$ cat src/rtl/pipeline_sequencer.sv
// Pipeline hazard/advance controller: stalls, flushes and halt draining for a NUM_STAGES-latch pipeline.
// Optional performance counters are enabled by defining PIPE_PERF_COUNTERS_EN.
//
// state  | meaning
// RUN    | normal issue; hazards resolved per cycle
// DRAIN  | HALT decoded; fetch stopped, bubbles fed in until the pipe empties
// HALTED | everything frozen until RST
module pipeline_sequencer #(
   parameter int NUM_STAGES = 5,
   parameter int REG_W      = 5,
   parameter int CNT_W      = 32
) (
   input  logic                  CLK,
   input  logic                  RST,
   input  logic                  ihit,
   input  logic                  dhit,
   input  logic                  mem_req,
   input  logic [REG_W-1:0]      id_rs,
   input  logic [REG_W-1:0]      id_rt,
   input  logic                  ex_load,
   input  logic [REG_W-1:0]      ex_wsel,
   input  logic                  redirect,
   input  logic                  halt_in,
   output logic                  pc_en,
   output logic [NUM_STAGES-1:0] stage_en,
   output logic [NUM_STAGES-1:0] stage_flush,
   output logic [NUM_STAGES-1:0] valid,
   output logic [1:0]            state,
   output logic                  halt,
   output logic [CNT_W-1:0]      cycle_cnt,
   output logic [CNT_W-1:0]      retire_cnt,
   output logic [CNT_W-1:0]      stall_cnt
);

   typedef enum logic [1:0] {
      RUN    = 2'd0,
      DRAIN  = 2'd1,
      HALTED = 2'd2
   } state_t;

   localparam int             DW         = 3;
   localparam logic [DW-1:0]  DRAIN_LOAD = DW'(NUM_STAGES - 1);

   state_t                cur_state;
   state_t                nxt_state;
   logic [DW-1:0]         drain_cnt;
   logic                  memstall;
   logic                  redir;
   logic                  loaduse;
   logic                  go_drain;
   logic [NUM_STAGES-1:0] valid_shift;

   assign memstall = valid[2] & mem_req & ~dhit;
   assign redir    = valid[1] & redirect;
   assign loaduse  = valid[1] & valid[0] & ex_load & (ex_wsel != '0) &
                     ((ex_wsel == id_rs) | (ex_wsel == id_rt));
   assign go_drain = halt_in & valid[0] & ~redir & ~memstall & ~loaduse;

   assign state = cur_state;
   assign halt  = (cur_state == HALTED);

   always_ff @(posedge CLK) begin
      if (RST) begin
         cur_state <= RUN;
         drain_cnt <= '0;
      end else begin
         cur_state <= nxt_state;
         if (cur_state == RUN && go_drain)
            drain_cnt <= DRAIN_LOAD;
         else if (cur_state == DRAIN && !memstall && drain_cnt != '0)
            drain_cnt <= drain_cnt - DW'(1);
      end
   end

   always_comb begin
      nxt_state = cur_state;
      case (cur_state)
         RUN:     if (go_drain) nxt_state = DRAIN;
         DRAIN:   if (!memstall && drain_cnt == DW'(1)) nxt_state = HALTED;
         HALTED:  nxt_state = HALTED;
         default: nxt_state = RUN;
      endcase
   end

   // Priority: reset > halted > memstall > redirect > load-use > fetch miss.
   always_comb begin
      pc_en       = 1'b0;
      stage_en    = '0;
      stage_flush = '0;
      if (RST) begin
         stage_flush = '1;
      end else if (cur_state == HALTED || memstall) begin
         pc_en = 1'b0;
      end else if (redir) begin
         pc_en            = 1'b1;
         stage_en         = '1;
         stage_flush[1:0] = 2'b11;
      end else if (loaduse) begin
         stage_en       = '1;
         stage_en[0]    = 1'b0;
         stage_flush[1] = 1'b1;
      end else if (!ihit && cur_state == RUN) begin
         stage_en       = '1;
         stage_flush[0] = 1'b1;
      end else begin
         pc_en    = 1'b1;
         stage_en = '1;
      end
      if (!RST && cur_state == DRAIN) begin
         pc_en          = 1'b0;
         stage_flush[0] = 1'b1;
      end
   end

   assign valid_shift = {valid[NUM_STAGES-2:0], 1'b1};

   always_ff @(posedge CLK) begin
      if (RST) begin
         valid <= '0;
      end else begin
         for (int i = 0; i < NUM_STAGES; i++) begin
            if (stage_en[i])
               valid[i] <= stage_flush[i] ? 1'b0 : valid_shift[i];
         end
      end
   end

`ifdef PIPE_PERF_COUNTERS_EN
   always_ff @(posedge CLK) begin
      if (RST) begin
         cycle_cnt  <= '0;
         retire_cnt <= '0;
         stall_cnt  <= '0;
      end else begin
         if (cur_state != HALTED)
            cycle_cnt <= cycle_cnt + CNT_W'(1);
         if (valid[NUM_STAGES-1] && stage_en[NUM_STAGES-1])
            retire_cnt <= retire_cnt + CNT_W'(1);
         if (!pc_en && cur_state == RUN)
            stall_cnt <= stall_cnt + CNT_W'(1);
      end
   end
`else
   assign cycle_cnt  = '0;
   assign retire_cnt = '0;
   assign stall_cnt  = '0;
`endif

endmodule

$ cat config.mk
export PLATFORM = sky130hd
export DESIGN_NAME = pipeline_sequencer
export DESIGN_NICKNAME = d
export VERILOG_FILES = /design/src/rtl/pipeline_sequencer.sv
export SDC_FILE = /design/constraint.sdc
export NUM_CORES = 1
export LEC_CHECK = 0
export ABC_CLOCK_PERIOD_IN_PS = 1710
export BUFFER_PORTS_ARGS = -buffer_cell sky130_fd_sc_hd__buf_2
export CORE_MARGIN = 2
export CORE_UTILIZATION = 35
export CTS_CLUSTER_SIZE = 16
export DETAILED_ROUTE_END_ITERATION = 10
export PLACE_DENSITY = 0.8
export SLEW_MARGIN = 30
export SYNTH_ARGS = -nofsm -noshare
export SYNTH_HDL_FRONTEND = slang
export SYNTH_SLANG_ARGS = --single-unit
$ cat constraint.sdc
create_clock -name CLK -period 1.71 [get_ports CLK]
set_input_delay 0.342 -clock CLK [delete_from_list [all_inputs] [get_ports CLK]]
set_output_delay 0.342 -clock CLK [all_outputs]
set_load 0.005 [all_outputs]
* After elaboration in Yosys (flattened, before gate mapping)
Cells that the tools add are included.
** Cells by class
- Reductions and logical operators :: 16
- Multiplexer cells :: 28
- Add/subtract/negate cells :: 1
- Equality and inequality tests :: 7
- Bitwise operators :: 16
** Operators by type and width (count)
- 1-bit 2-to-1 mux :: 17
- 1-bit bitwise AND :: 11
- 5-bit == test :: 2
- 2-bit 2-to-1 mux :: 5
- 5-bit 2-to-1 mux :: 2
- 3-bit 2-to-1 mux :: 3
- 1-bit logical AND :: 6
- 2-bit one-hot mux with 3 select lines :: 1
- 5-bit nonzero test :: 1
- 1-bit inverter :: 4
- 3-bit by 1-bit == test with 1-bit output (second input constant) :: 1
- 1-bit zero test :: 3
- 3-bit nonzero test :: 1
- 3-bit by 1-bit subtractor with 3-bit output (second input constant) :: 1
- 2-bit by 1-bit == test with 1-bit output (second input constant) :: 1
- 2-bit == test (second input constant) :: 1
- 2-bit zero test :: 1
- 2-bit by 1-bit != test with 1-bit output (second input constant) :: 1
- 2-bit != test (second input constant) :: 1
- 2-bit AND reduction :: 1
- 2-bit nonzero test :: 1
- 2-bit OR reduction :: 1
- 1-bit logical OR :: 1
- 1-bit bitwise OR :: 1
** Storage, ports and cells
- Word-level logic and storage cells :: 76
- Flip-flop bits (word level) :: 10
- Input port bits :: 23
- Output and inout port bits :: 115

* Longest topological paths before layout
Gate-level depths: netlist of the first run.
- Depth in word-level cells :: 10
- Depth in mapped cells :: 7
- Mapped depth without buffers :: 7

* Least setup slack after synthesis of the first run
No wires, ideal clock.
- Path kind :: input port to output port
- From :: input ex_wsel[1]
- To :: output pc_en
- Required time :: 1.368 ns
- Stages on the path :: 4
- Setup slack :: -0.257 ns
- Arrival time :: 1.625 ns
- Path buffers :: 0
- Cells stage by stage :: or4_4 o2111ai_4 o21ai_1 a2111oi_1
** Between the ends
- Word-level cells in the longest chain between the ends :: 8
- Elaborated cells between the ends (all ways) :: 11
- Classes of those cells :: eq/ne (2); mux (5); bitwise (3); reduce/logical (1)
** RTL lines
- start: declaration :: line 21 : input logic [REG_W-1:0] ex_wsel,
- 5-bit == test / 5-bit nonzero test (equally long branches) :: line 56, 55
- 1-bit bitwise OR / 1-bit bitwise AND (equally long branches) :: line 56, 55
- 1-bit bitwise AND * :: line 55 : assign loaduse = valid[1] & valid[0] & ex_load & (ex_wsel != '0) &
- 1-bit 2-to-1 mux * :: line 98 : end else if (loaduse) begin
- 1-bit 2-to-1 mux * :: line 94 : end else if (redir) begin
- 1-bit 2-to-1 mux * :: line 92 : end else if (cur_state == HALTED || memstall) begin
- 1-bit 2-to-1 mux * :: line 90 : if (RST) begin
- 1-bit 2-to-1 mux * :: line 109 : if (!RST && cur_state == DRAIN) begin
- end: declaration :: line 24 : output logic pc_en,
Every way passes the cells marked *; elsewhere a longest branch is shown, timed or not.

* Final worst setup path of the first run
Same ends and word-level chain as after synthesis.

==> metrics.md, run 1 <==
| Metric | Value |
|---|---|
| Setup Crit Path Kind | in -> out |
| Die area | 5099 sq um |
| Status | finished with violations |
| Post-DP HPWL | 2534 um |
| Reg2Reg Depth | 6 |
| Period utilization | 1.248 |
| Via density | 3.751 |
| Share of layout cells above drive strength 1 | 0.3230 |
| Port Buffer Count | 41 |
| CP Launch Type | input port |
| Avg Inst Size Synth | 7.951 sq um |
| Die X | 71.41 um |
| Worst setup EP type | output port |
| DRC | 0 |
| Mapped Cells | 200 |
| First-pass GRT wire length | 4215 um |
| Min cycle time layout | 2.135 ns |
| CTS Hold Bufs | 0 |
| Slew headroom | 0.6475 |
| Setup_tns | -1.710 ns |
| Std cell rows | 24 |
| Area of the multi-input gates | 996.0 sq um |
| Gr ovfl total | 0 |
| Max rail drop VDD | 413.4 uV |
| CTS sink count | 10 |
| Final Hold Fails | 0 |
| Worst EP arrival | 1.79 ns |
| Slew Viols, Final | 0 |
| Async set or reset register ratio after synthesis | 0 |
| Initial Utilization | 0.3652 |
| Synth cell types | 34 |
| Critical Path End | pc_en |
| RR Endpoint | state[1] |
| TritonRoute pass-1 iters | 4 |
| Synth warnings | 0 |
| FF+latch count, synth | 10 |
| Gpl congestion | 0.8272 |
| Core footprint | 4354 sq um |
| RSZ-0062 raised after global routing | true |
| Initial DRC count | 20 |
| Setup ws final | -0.4245 ns |
| Antenna-violating nets left | 0 |
| Gr usage total | 0.1049 |
| Core Util, Final | 0.3948 |
| R2R Path Start | state[1] |
| Failing checks | setup timing |
| Max Freq | 468.5 MHz |
| PwrDens | 791.8 nW/um^2 |
| Final net count | 288 |
| H-tree depth | 1 |
| Reg-to-reg slack, setup | 0.13 ns |
| TritonCTS clock tree | yes |
| Largest net degree at the start of global routing | 15 |
| Antenna violations before repair | 0 |
| Die Y | 71.41 um |
| Final setup viols | 7 |
| Routed vias | 1,159 |
| Critical Path Source | ex_wsel[1] |
| Max_cap viols | 0 |
| Synth Cell Area | 1590 sq um |
| Leakage | 0.0009249 uW |
| Clock Skews | 0.001164 ns |
| Peak fanout along the critical path | 3 |
| Fill cells | 471 |
| Routed WL | 2982 um |
| Root Driver | clkbuf_8 |
| Commonest cells after routing, fill and taps aside | 96 x conb_1, 39 x buf_2, 18 x buf_4 |
| Num ports | 138 |
| WL/cell | 9.650 um |
| Critical path data required time | 1.37 ns |
| Area growth syn-to-layout | 8.104% |
| Worst-Skew Late Latency | 0.24 ns |
| Storage cell area | 201.4 sq um |
| Min Hold Slack | 0.3687 ns |
| Number of synthesized flops with an enable pin | 0 |
| Clock slew at reported path FFs | 0.05 ns |
| Antenna diodes | 0 |
| Top_reg_cell synth | dfxtp_1 |
| HP Class | in -> reg |
| Inserted Clock Buffers | 3 |
| Clk buf depth | 2 |
| Commonest non-fill, non-tap cell in the layout | conb_1 |
| Part of the Yosys area used for sequential elements | 0.1259 |
| Number of global-route vias before repair | 917 |
| Worst slew pin tran | 0.5268 ns |
[cell usage after synthesis, drive strengths merged, types with 2 or more instances]
master  number  share of area
xor2        10          0.055
ha           7          0.055
mux2i        2          0.013
nor3         6          0.022
a21oi        4          0.013
buf        102           0.48
nand2b       7          0.028
a21o         2          0.010
nand3        4          0.013
inv          6          0.014
nor2        14          0.033
xnor2        2          0.011
nand2        5          0.012
o21ai        4          0.020
dfxtp       10           0.13
[through the flow]
step	cell area, sq um	std cells	worst slack, ns	total power, uW
detailed placement	1575	301	-0.5001	1005
CTS	1685	306	-0.4618	1352
finish	1719	309	-0.4245	1361
global route	1719	309	-0.5153	1467
global placement	1575	301	-0.5192	977.6
floorplan	1954	295	-0.1604	901.3
[repair_timing]
item                                    4_1_cts  5_1_grt
endpoints found under the setup margin       11       14
setup buffers                                 1        3
gates resized for setup                      12        4
pin swaps                                     7        4
[how the worst min path moves through the flow]
stage / from / to / slack [ns] / cells after the start
global route: RST / valid[1] / 0.38 / 2
floorplan: valid[4] / valid[4] / 0.45 / 2
finish: RST / valid[1] / 0.37 / 2
detailed placement: valid[4] / valid[4] / 0.46 / 2
CTS: RST / valid[1] / 0.37 / 2
global placement: valid[4] / valid[4] / 0.44 / 2
[per-layer routing]
metal  global-route usage  vias up  share of wire
met5                    0        -              0
met4              0.04822        0          0.018
met3              0.02110        5           0.12
met2               0.1862       80           0.52
met1               0.1204      518           0.35
li1                     -      556              -
[cells by family after synthesis]
group,after synthesis,share of synthesized area
AOI/OAI and AO/OA,19,0.1141
xor gates and xnor gates,12,0.06609
adders and majority gates,7,0.05507
buffers and inverters,109,0.4980
DFF,10,0.1259
muxes,2,0.01259
other,1,0.002358
and+or+nand+nor,40,0.1259
[layout make-up]
type,instances,share of cell area
multi-input combinational,176,0.5793
timing repair buffer,61,0.2205
sequential,10,0.1172
tap,52,0.03785
clock buffer,4,0.03202
inverter,6,0.01310
[critical path, cell delays in order]
cell       delay (ns)
buf_8            0.10
or4_4            0.54
o2111ai_4        0.23
o21ai_1          0.10
a2111oi_2        0.31
buf_2            0.17
[sequential cells by signal, summed over array words and instances (netlist names)]
name,count
drain_cnt,3
valid,5
state,2
[report_power, final]
part	leakage, uW	internal, uW	switching, uW
clock network	0.0000288	204	108
logic	0.000814	346	372
registers	0.0000820	284	46.8
total	0.000925	834	527
No activity file was read; power rests on OpenSTA's default activity.
==> inputs of run 2 (changes only) <==
- CORE_MARGIN: 2 -> not set
- GPL_TIMING_DRIVEN: not set -> 0
- SKIP_LAST_GASP: not set -> 1
==> metrics.md, run 2 (synthesis gave the netlist of run 1 again) <==
| Metric | Value |
|---|---|
| Gr ovfl total | 0 |
| Leakage | 0.001423 uW |
| Crit path buf inv count | 3 |
| Largest Register | valid |
| CP Launch Type | input port |
| Clock slew at reported path FFs | 0.05 ns |
| Worst EP arrival | 1.77 ns |
| Period utilization | 1.236 |
| Post-placement setup slack | -0.4699 ns |
| Die Y | 69.41 um |
| Area growth syn-to-layout | 52.64% |
| Core Util, Final | 0.5575 |
| Via density | 3.492 |
| Die X | 69.41 um |
| RSZ-0062 raised after global routing | true |
| Critical Path End | stage_flush[1] |
| Num ports | 138 |
| Final Hold Fails | 0 |
| Antenna diodes | 0 |
| Max reg flops | 5 |
| Failing checks | setup timing |
| Logic pwr share | 0.594 |
| Commonest cells after routing, fill and taps aside | 104 x buf_4, 96 x conb_1, 37 x buf_2 |
| Placed cells | 388 |
| Max rail drop VDD | 587.7 uV |
| Gr usage total | 0.1199 |
| Root Driver | clkbuf_8 |
| Number of global-route vias before repair | 1,052 |
| P_sw | 534.6 uW |
| Std cell rows | 24 |
| HP Class | reg -> reg |
| Commonest non-fill, non-tap cell in the layout | buf_4 |
| Port Buffer Count | 41 |
| Critical Path Stages | 7 |
| Min cycle time layout | 2.113 ns |
| Tot Pwr | 1448 uW |
| CP delay by family, top | compound AO/OA/AOI/OAI gates |
| Status | finished with violations |
| TritonCTS clock tree | yes |
| RR Endpoint | state[1] |
| Worst slew pin tran | 0.5231 ns |
| Core footprint | 4354 sq um |
| Routed vias | 1,390 |
| Int Pwr | 913.0 uW |
| Worst path cell trace | buf_8 > or4_4 > o2111ai_4 > buf_6 > o21ai_4 > a21o_2 > buf_2 |
| Slew Viols, Final | 0 |
| Cell Area, Placed | 2225 sq um |
| Setup Crit Path Kind | in -> out |
| Largest net degree at the start of global routing | 11 |
| Antenna-violating nets left | 0 |
| Antenna violations before repair | 0 |
| PwrDens | 596.4 nW/um^2 |
| CP peak stage delay | 0.53 ns |
| Inserted Clock Buffers | 3 |
| Worst-Skew Late Latency | 0.23 ns |
| Routed WL | 3115 um |
| Design area | 2427 sq um |
| Final setup viols | 7 |
| Critical-path top delay cell | or4_4 |
| Switching fraction of total power | 0.3693 |
| Initial Utilization | 0.3652 |
| WL/cell | 7.827 um |
| Clk buf depth | 2 |
| Reg-to-reg slack, setup | 0.08 ns |
| Max Freq | 473.2 MHz |
| Setup ws final | -0.4032 ns |
| Post-DP HPWL | 2671 um |
| CTS sink count | 10 |
| Gpl congestion | 0.7905 |
| Die area | 4817 sq um |
| Initial DRC count | 23 |
| Critical Path Source | ex_wsel[1] |
| First-pass GRT wire length | 4781 um |
| H-tree depth | 1 |
| Seq pwr share | 0.239 |
| Slew headroom | 0.6512 |
| TritonRoute pass-1 iters | 4 |
| Reg2Reg Depth | 6 |
| Peak fanout along the critical path | 5 |
| Clock Skews | 0.001905 ns |
| Critical path data required time | 1.37 ns |
| R2R Path Start | state[1] |
| DRC | 0 |
| Clock power share | 0.168 |
| Finished Layout Cells | 398 |
| Share of layout cells above drive strength 1 | 0.5000 |
| Max_cap viols | 0 |
| Final net count | 378 |
| Worst setup EP type | output port |
==> run 2: metrics by stage <==
stage | setup TNS, ns | hold slack [ns]
floorplan | -0.3647 | 0.4527
global placement | -2.710 | 0.4473
detailed placement | -2.730 | 0.4516
CTS | -1.525 | 0.4576
global route | -2.019 | 0.4894
finish | -1.448 | 0.4581
==> run 2: layout make-up <==
cell class / count / area, sq um
flip-flops and latches: 10 / 202.7
multi-input cells: 176 / 1018
plain buffers: 103 / 780.7
well taps: 52 / 65.06
repair buffers: 48 / 294.0
fillers: 392 / 1927
inverters: 6 / 25.02
clock buffers: 3 / 41.29
==> run 2: layer usage <==
layer,vias to the layer above,track usage,part of all wire
met3,0,0.03343,0.11
li1,741,-,-
met2,71,0.2211,0.52
met4,0,0.03855,0
met5,-,0,0
met1,578,0.1308,0.37
==> run 2: worst min-delay path by stage <==
stage,start,end,slack [ns],cells past startpoint
global placement,valid[4],valid[4],0.45,2
detailed placement,valid[4],valid[4],0.45,2
CTS,valid[4],valid[4],0.46,2
finish,valid[4],valid[4],0.46,2
floorplan,valid[4],valid[4],0.45,2
global route,valid[4],valid[4],0.49,2
==> run 2: timing repair <==
item                                    CTS  global route
setup buffers                             4             3
resized for setup                        16            11
endpoints found under the setup margin    8            11
pin swaps                                 4             6
hold buffers                              0             0
==> run 2: worst reg2reg max path: stages, from the launching register on <==
cell and delay, ns:
dfxtp_1 0.40, inv_1 0.11, ha_1 0.29, o21ai_0 0.11
nand3_1 0.14, o31ai_4 0.29, mux2i_1 0.21
==> run 2: power groups by stage <==
stage          registers (uW)  logic, uW  clock network [uW]
2_1_floorplan             336        565                   0
3_3_place_gp              344        730                   0
3_5_place_dp              346        742                   0
4_1_cts                   344        796                 247
5_1_grt                   353        942                 263
6_report                  346        859                 243
